## src/rtl/vga_pkg.sv

```systemverilog
// rtl/vga_pkg.sv - shared constants and state encoding for the moving-box motion scheduler
package vga_pkg;

    localparam int H_ACTIVE = 640;
    localparam int V_ACTIVE = 480;
    localparam int COORD_W  = 10;

    typedef enum logic [1:0] {
        ST_IDLE   = 2'd0,
        ST_WAIT   = 2'd1,
        ST_CALC   = 2'd2,
        ST_COMMIT = 2'd3
    } vga_state_t;

endpackage

```

## src/rtl/vga_axis_step.sv

```systemverilog
// rtl/vga_axis_step.sv - one-axis next position/direction with edge bounce
module vga_axis_step #(
    parameter int MAX  = 576,
    parameter int STEP = 2
) (
    input  logic [9:0] pos,
    input  logic       dir,
    output logic [9:0] pos_next,
    output logic       dir_next,
    output logic       hit
);

    localparam logic [10:0] MAX_W   = 11'(MAX);
    localparam logic [10:0] STEP_W  = 11'(STEP);
    localparam logic [9:0]  MAX_10  = 10'(MAX);
    localparam logic [9:0]  STEP_10 = 10'(STEP);

    logic [10:0] sum;

    always_comb begin
        sum      = {1'b0, pos} + STEP_W;
        pos_next = pos;
        dir_next = dir;
        hit      = 1'b0;
        if (dir) begin
            if (sum >= MAX_W) begin
                pos_next = MAX_10;
                dir_next = 1'b0;
                hit      = 1'b1;
            end else begin
                pos_next = sum[9:0];
            end
        end else begin
            // Landing exactly on zero counts as a reflection.
            if ({1'b0, pos} <= STEP_W) begin
                pos_next = '0;
                dir_next = 1'b1;
                hit      = 1'b1;
            end else begin
                pos_next = pos - STEP_10;
            end
        end
    end

endmodule

```

## src/rtl/vga_move_ctrl.sv

```systemverilog
// rtl/vga_move_ctrl.sv - per-frame box motion scheduler; VGA_MOVE_HITCNT_EN adds hit_cnt
module vga_move_ctrl #(
    parameter int H_ACTIVE  = vga_pkg::H_ACTIVE,
    parameter int V_ACTIVE  = vga_pkg::V_ACTIVE,
    parameter int BOX_W     = 64,
    parameter int BOX_H     = 48,
    parameter int STEP      = 2,
    parameter int FRAME_DIV = 1
) (
    input  logic       sclk,
    input  logic       srst,
    input  logic       frame_start,
    input  logic       run_en,
    input  logic       step_req,
    output logic       step_ack,
    output logic [9:0] box_x,
    output logic [9:0] box_y,
    output logic       dir_x,
    output logic       dir_y,
    output logic       bounce,
    output logic       busy
`ifdef VGA_MOVE_HITCNT_EN
    ,
    output logic [15:0] hit_cnt
`endif
);

    import vga_pkg::*;

    localparam int         MAX_X    = H_ACTIVE - BOX_W;
    localparam int         MAX_Y    = V_ACTIVE - BOX_H;
    localparam logic [7:0] DIV_LAST = 8'(FRAME_DIV - 1);

    vga_state_t state_q, state_d;
    logic [7:0] div_cnt;
    logic       step_mode;
    logic       load, set_step, div_inc, div_clr;
    logic [9:0] nx_x, nx_y;
    logic       nd_x, nd_y, hit_x, hit_y;

    vga_axis_step #(.MAX(MAX_X), .STEP(STEP)) u_axis_x (
        .pos      (box_x),
        .dir      (dir_x),
        .pos_next (nx_x),
        .dir_next (nd_x),
        .hit      (hit_x)
    );

    vga_axis_step #(.MAX(MAX_Y), .STEP(STEP)) u_axis_y (
        .pos      (box_y),
        .dir      (dir_y),
        .pos_next (nx_y),
        .dir_next (nd_y),
        .hit      (hit_y)
    );

    always_comb begin
        state_d  = state_q;
        load     = 1'b0;
        set_step = 1'b0;
        div_inc  = 1'b0;
        div_clr  = 1'b0;
        case (state_q)
            ST_IDLE: begin
                if (run_en) begin
                    state_d = ST_WAIT;
                end else if (step_req) begin
                    state_d  = ST_WAIT;
                    set_step = 1'b1;
                end
            end
            ST_WAIT: begin
                if (run_en) begin
                    if (frame_start) begin
                        if (div_cnt == DIV_LAST) begin
                            div_clr = 1'b1;
                            state_d = ST_CALC;
                        end else begin
                            div_inc = 1'b1;
                        end
                    end
                end else if (step_mode) begin
                    if (frame_start) state_d = ST_CALC;
                end else begin
                    state_d = ST_IDLE;
                end
            end
            // Results are registered at the end of CALC so they are visible throughout COMMIT.
            ST_CALC: begin
                load    = 1'b1;
                state_d = ST_COMMIT;
            end
            default: begin
                state_d = run_en ? ST_WAIT : ST_IDLE;
            end
        endcase
    end

    always_ff @(posedge sclk) begin
        if (srst) begin
            state_q   <= ST_IDLE;
            div_cnt   <= '0;
            step_mode <= 1'b0;
            box_x     <= '0;
            box_y     <= '0;
            dir_x     <= 1'b1;
            dir_y     <= 1'b1;
            bounce    <= 1'b0;
            step_ack  <= 1'b0;
        end else begin
            state_q <= state_d;
            if (div_clr) begin
                div_cnt <= '0;
            end else if (div_inc) begin
                div_cnt <= div_cnt + 8'd1;
            end
            if (run_en) begin
                step_mode <= 1'b0;
            end else if (set_step) begin
                step_mode <= 1'b1;
            end else if (state_q == ST_COMMIT) begin
                step_mode <= 1'b0;
            end
            bounce   <= 1'b0;
            step_ack <= 1'b0;
            if (load) begin
                box_x    <= nx_x;
                box_y    <= nx_y;
                dir_x    <= nd_x;
                dir_y    <= nd_y;
                bounce   <= hit_x | hit_y;
                step_ack <= step_mode & ~run_en;
            end
        end
    end

    assign busy = (state_q == ST_CALC) || (state_q == ST_COMMIT);

`ifdef VGA_MOVE_HITCNT_EN
    always_ff @(posedge sclk) begin
        if (srst) begin
            hit_cnt <= '0;
        end else if (load && (hit_x || hit_y) && (hit_cnt != 16'hFFFF)) begin
            hit_cnt <= hit_cnt + 16'd1;
        end
    end
`endif

endmodule

```

## config.mk

```make
export PLATFORM = sky130hd
export DESIGN_NAME = vga_move_ctrl
export DESIGN_NICKNAME = d
export VERILOG_FILES = /design/src/rtl/vga_pkg.sv /design/src/rtl/vga_axis_step.sv /design/src/rtl/vga_move_ctrl.sv
export SDC_FILE = /design/constraint.sdc
export NUM_CORES = 1
export LEC_CHECK = 0
export ABC_AREA = 0
export BUFFER_PORTS_ARGS = -buffer_cell sky130_fd_sc_hd__buf_4
export CAP_MARGIN = 15
export CELL_PAD_IN_SITES_DETAIL_PLACEMENT = 1
export CELL_PAD_IN_SITES_GLOBAL_PLACEMENT = 1
export CORE_MARGIN = 3
export CORE_UTILIZATION = 39
export DETAILED_ROUTE_END_ITERATION = 8
export GPL_ROUTABILITY_DRIVEN = 0
export PLACE_DENSITY_LB_ADDON = 0.1
export REMOVE_ABC_BUFFERS = 1
export SETUP_SLACK_MARGIN = 0.2
export SYNTH_ARGS = -nofsm -noshare
export SYNTH_HDL_FRONTEND = slang
export SYNTH_SLANG_ARGS = --single-unit
```

## constraint.sdc

```tcl
create_clock -name sclk -period 1.8 [get_ports sclk]
set_input_delay 0.18 -clock sclk [delete_from_list [all_inputs] [get_ports sclk]]
set_output_delay 0.18 -clock sclk [all_outputs]
set_load 0.01 [all_outputs]
```

==> run metrics <==
Root Buffer clkbuf_8; Syn. warnings 0; fillers 667; top cells by count, synth dfxtp_1 (33), nand2_1 (26), nor2_1 (24), a21oi_1 (19), o21ai_0 (17); Die W 84.9 um; Setup Skew 0.0141 ns; footprint of the multi-input gates 0.00205 mm^2; largest net degree at the start of global routing 27; Worst EP arrival 2.13 ns; HPWL Detailed 6070 um; Storage cell area 694 um^2; Starting DRT DRC Count 320; Antenna Violating Nets Remaining 0; Seq/Total Area, Yosys between 20% and 30%; Slew headroom 64.0%; ranking of synthesized cells by area dfxtp_1 (27%), ha_1 (4.1%), nand2_1 (4.0%), a21oi_1 (3.9%), nor2_1 (3.7%); LEAKAGE 1.56 nW; Final Slew Violations 0; Hold WC Path Type in -> reg; # diodes 0; Num CTS Buffers 5; vias per inst 6.66; most frequent cell after synthesis dfxtp_1; total grt overflow 0; Starting Density roughly 41%; failing checks negative setup slack; Clk pin slew, worst setup/hold paths 0.08 ns; VDD IR max 286 uV; minimum clock period between 1.5 and 2 ns; Setup WS post-layout -0.147 ns; Post-Route WL roughly 12,000 um; Core Box Area 0.00596 mm^2; H-tree lvl count 2; share of cells above drive strength 1 a little over half; RSZ-0062 raised after global routing yes; initial antenna violation count 0; leading area contributor after synthesis dfxtp_1; Max Cap Viol 0; period utilisation layout 108%; Slew @ Worst Pin around 0.54 ns; Post-Syn Area ~0.0024 mm^2; gate count of the mapped netlist 311; DR WL/cell 25.9 um; number of library cell types mapped by synthesis 71; WS Path Type reg -> reg; Critical Path Max Stage Delay approximately 0.37 ns; Fmax about 0.5 GHz; vias in the first global route 3,252; Post-synth EDFFs 0; Worst Path Required 1.99 ns; CTS tree done; Final #Nets 419; Port Buffer Count 27; Setup-failing EPs final 15; drt drc 0; Post-Place Cell Area roughly 0.0031 mm^2; Design Area, Final 0.00393 mm^2; Pwr per Cell Area 390 mW/mm^2; CP max FO 6; top cell type's share of synthesized area 27.2%; CP Capture Type flop; Min Hold Slack approximately 0.14 ns; clock buffer depth 2; global-route wire length before repair about 17,000 um; Crit-path slowest cell dfxtp_2; status complete, but fails checks; Die Y 84.9 um; full die area 0.00720 mm^2; Core Rows 28; cells along the critical path buf_6 > ha_4 > o21ba_4 > nor4_4 > buf_4 > o41ai_2 > a22o_1 > and3_1; GRT Overall Usage 29.0%; final hold vios 0; Avg Cell Area, Syn 7.80 um^2; clock insertion delay at the later pin of the skew report around 0.30 ns; critical path startpoint category flop; vias post-DR 3,209; asr flop ratio synth 0%; register bit count reported by yosys 33; Ports 30; Area Overhead vs Synth 61.9%; Synth Flop Type dfxtp_1; Clock Sinks 33; TritonRoute pass-1 iters 6; # hold bufs at CTS 0
-- final timing paths --
kind / from / end / slack, ns / cells past startpoint
min: run_en / step_ack / 0.14 / 2
max reg2reg: box_x[1] / box_x[6] / -0.15 / 8
min reg2reg: div_cnt[1] / div_cnt[1] / 0.48 / 2
max: box_x[1] / box_x[6] / -0.15 / 8
-- report_power, final --
group / switching [mW] / internal, mW / total (mW)
sequential: 0.00795 / 0.730 / 0.738
combinational: 0.125 / 0.0903 / 0.216
clock: 0.310 / 0.269 / 0.578
-- stage by stage --
stage	power, mW	TNS [ns]	cells	setup slack, ns	utilization (%)
after global routing	1.57	-1.57	482	-0.186	65.9
after detailed placement	0.916	-0.690	452	-0.151	52.1
after global placement	0.911	-0.240	452	-0.103	52.1
after CTS	1.50	0	474	0.0123	61.4
final	1.53	-0.890	482	-0.147	65.9
after floorplan	0.834	-1.39	285	-0.202	-
-- sequential cells by signal, summed over array words and instances (netlist names), 2 cells and up --
name,cells
box_y,9
state_q,2
div_cnt,8
box_x,9
-- per-layer routing --
layer | vias to the layer above | track usage (%) | part of all wire, %
met5 | - | 0 | 0
met4 | 0 | 14.4 | 4.3
met3 | 60 | 5.24 | 6.7
met2 | 186 | 48.6 | 49
met1 | 1598 | 35.7 | 40
li1 | 1365 | - | -
-- repair_timing --
item,CTS,global route
pin swaps,33,27
setup endpoints to repair,30,26
buffers inserted,14,8
gates resized for setup,92,49
-- cells by family after synthesis --
logic type | Yosys count | share of synthesized area (%)
buffers and inverters | 41 | 7.69
xor gates and xnor gates | 7 | 2.53
other | 1 | 0.155
AOI/OAI and AO/OA | 98 | 30.1
adders and majority gates | 8 | 4.13
muxes | 3 | 1.29
and+or+nand+nor | 120 | 26.8
DFF | 33 | 27.2
-- layout by cell type, fill, tap and decap left out, types with 4 or more instances in the layout --
cell type	instances
buf_4	96
nand2_1	24
nor2_1	23
dfxtp_1	16
buf_6	16
a21oi_1	14
dfxtp_2	12
inv_1	11
o21ai_0	9
nand3_1	9
nand4_1	8
nor3_1	7
nor3_2	5
ha_4	5
dfxtp_4	5
clkbuf_8	5
o21ai_1	4
xor2_1	4
o21ai_2	4
a221oi_1	4
-- critical path, delay by kind of cell (launching register included) --
family	cells	cell delay, ns
AOI/OAI and AO/OA	3	0.48
and+or+nand+nor	2	0.52
DFF	1	0.37
buffers and inverters	2	0.34
adders and majority gates	1	0.13
-- cell type report --
class,count,share of cell area [%]
clock buffers,6,1.85
clock inverters,2,0.255
inverters,14,1.53
multi-input cells,238,52.3
flip-flops and latches,33,17.7
well taps,75,2.39
repair buffers,114,24.0
Note: power is estimated with default switching activity, not from simulation.
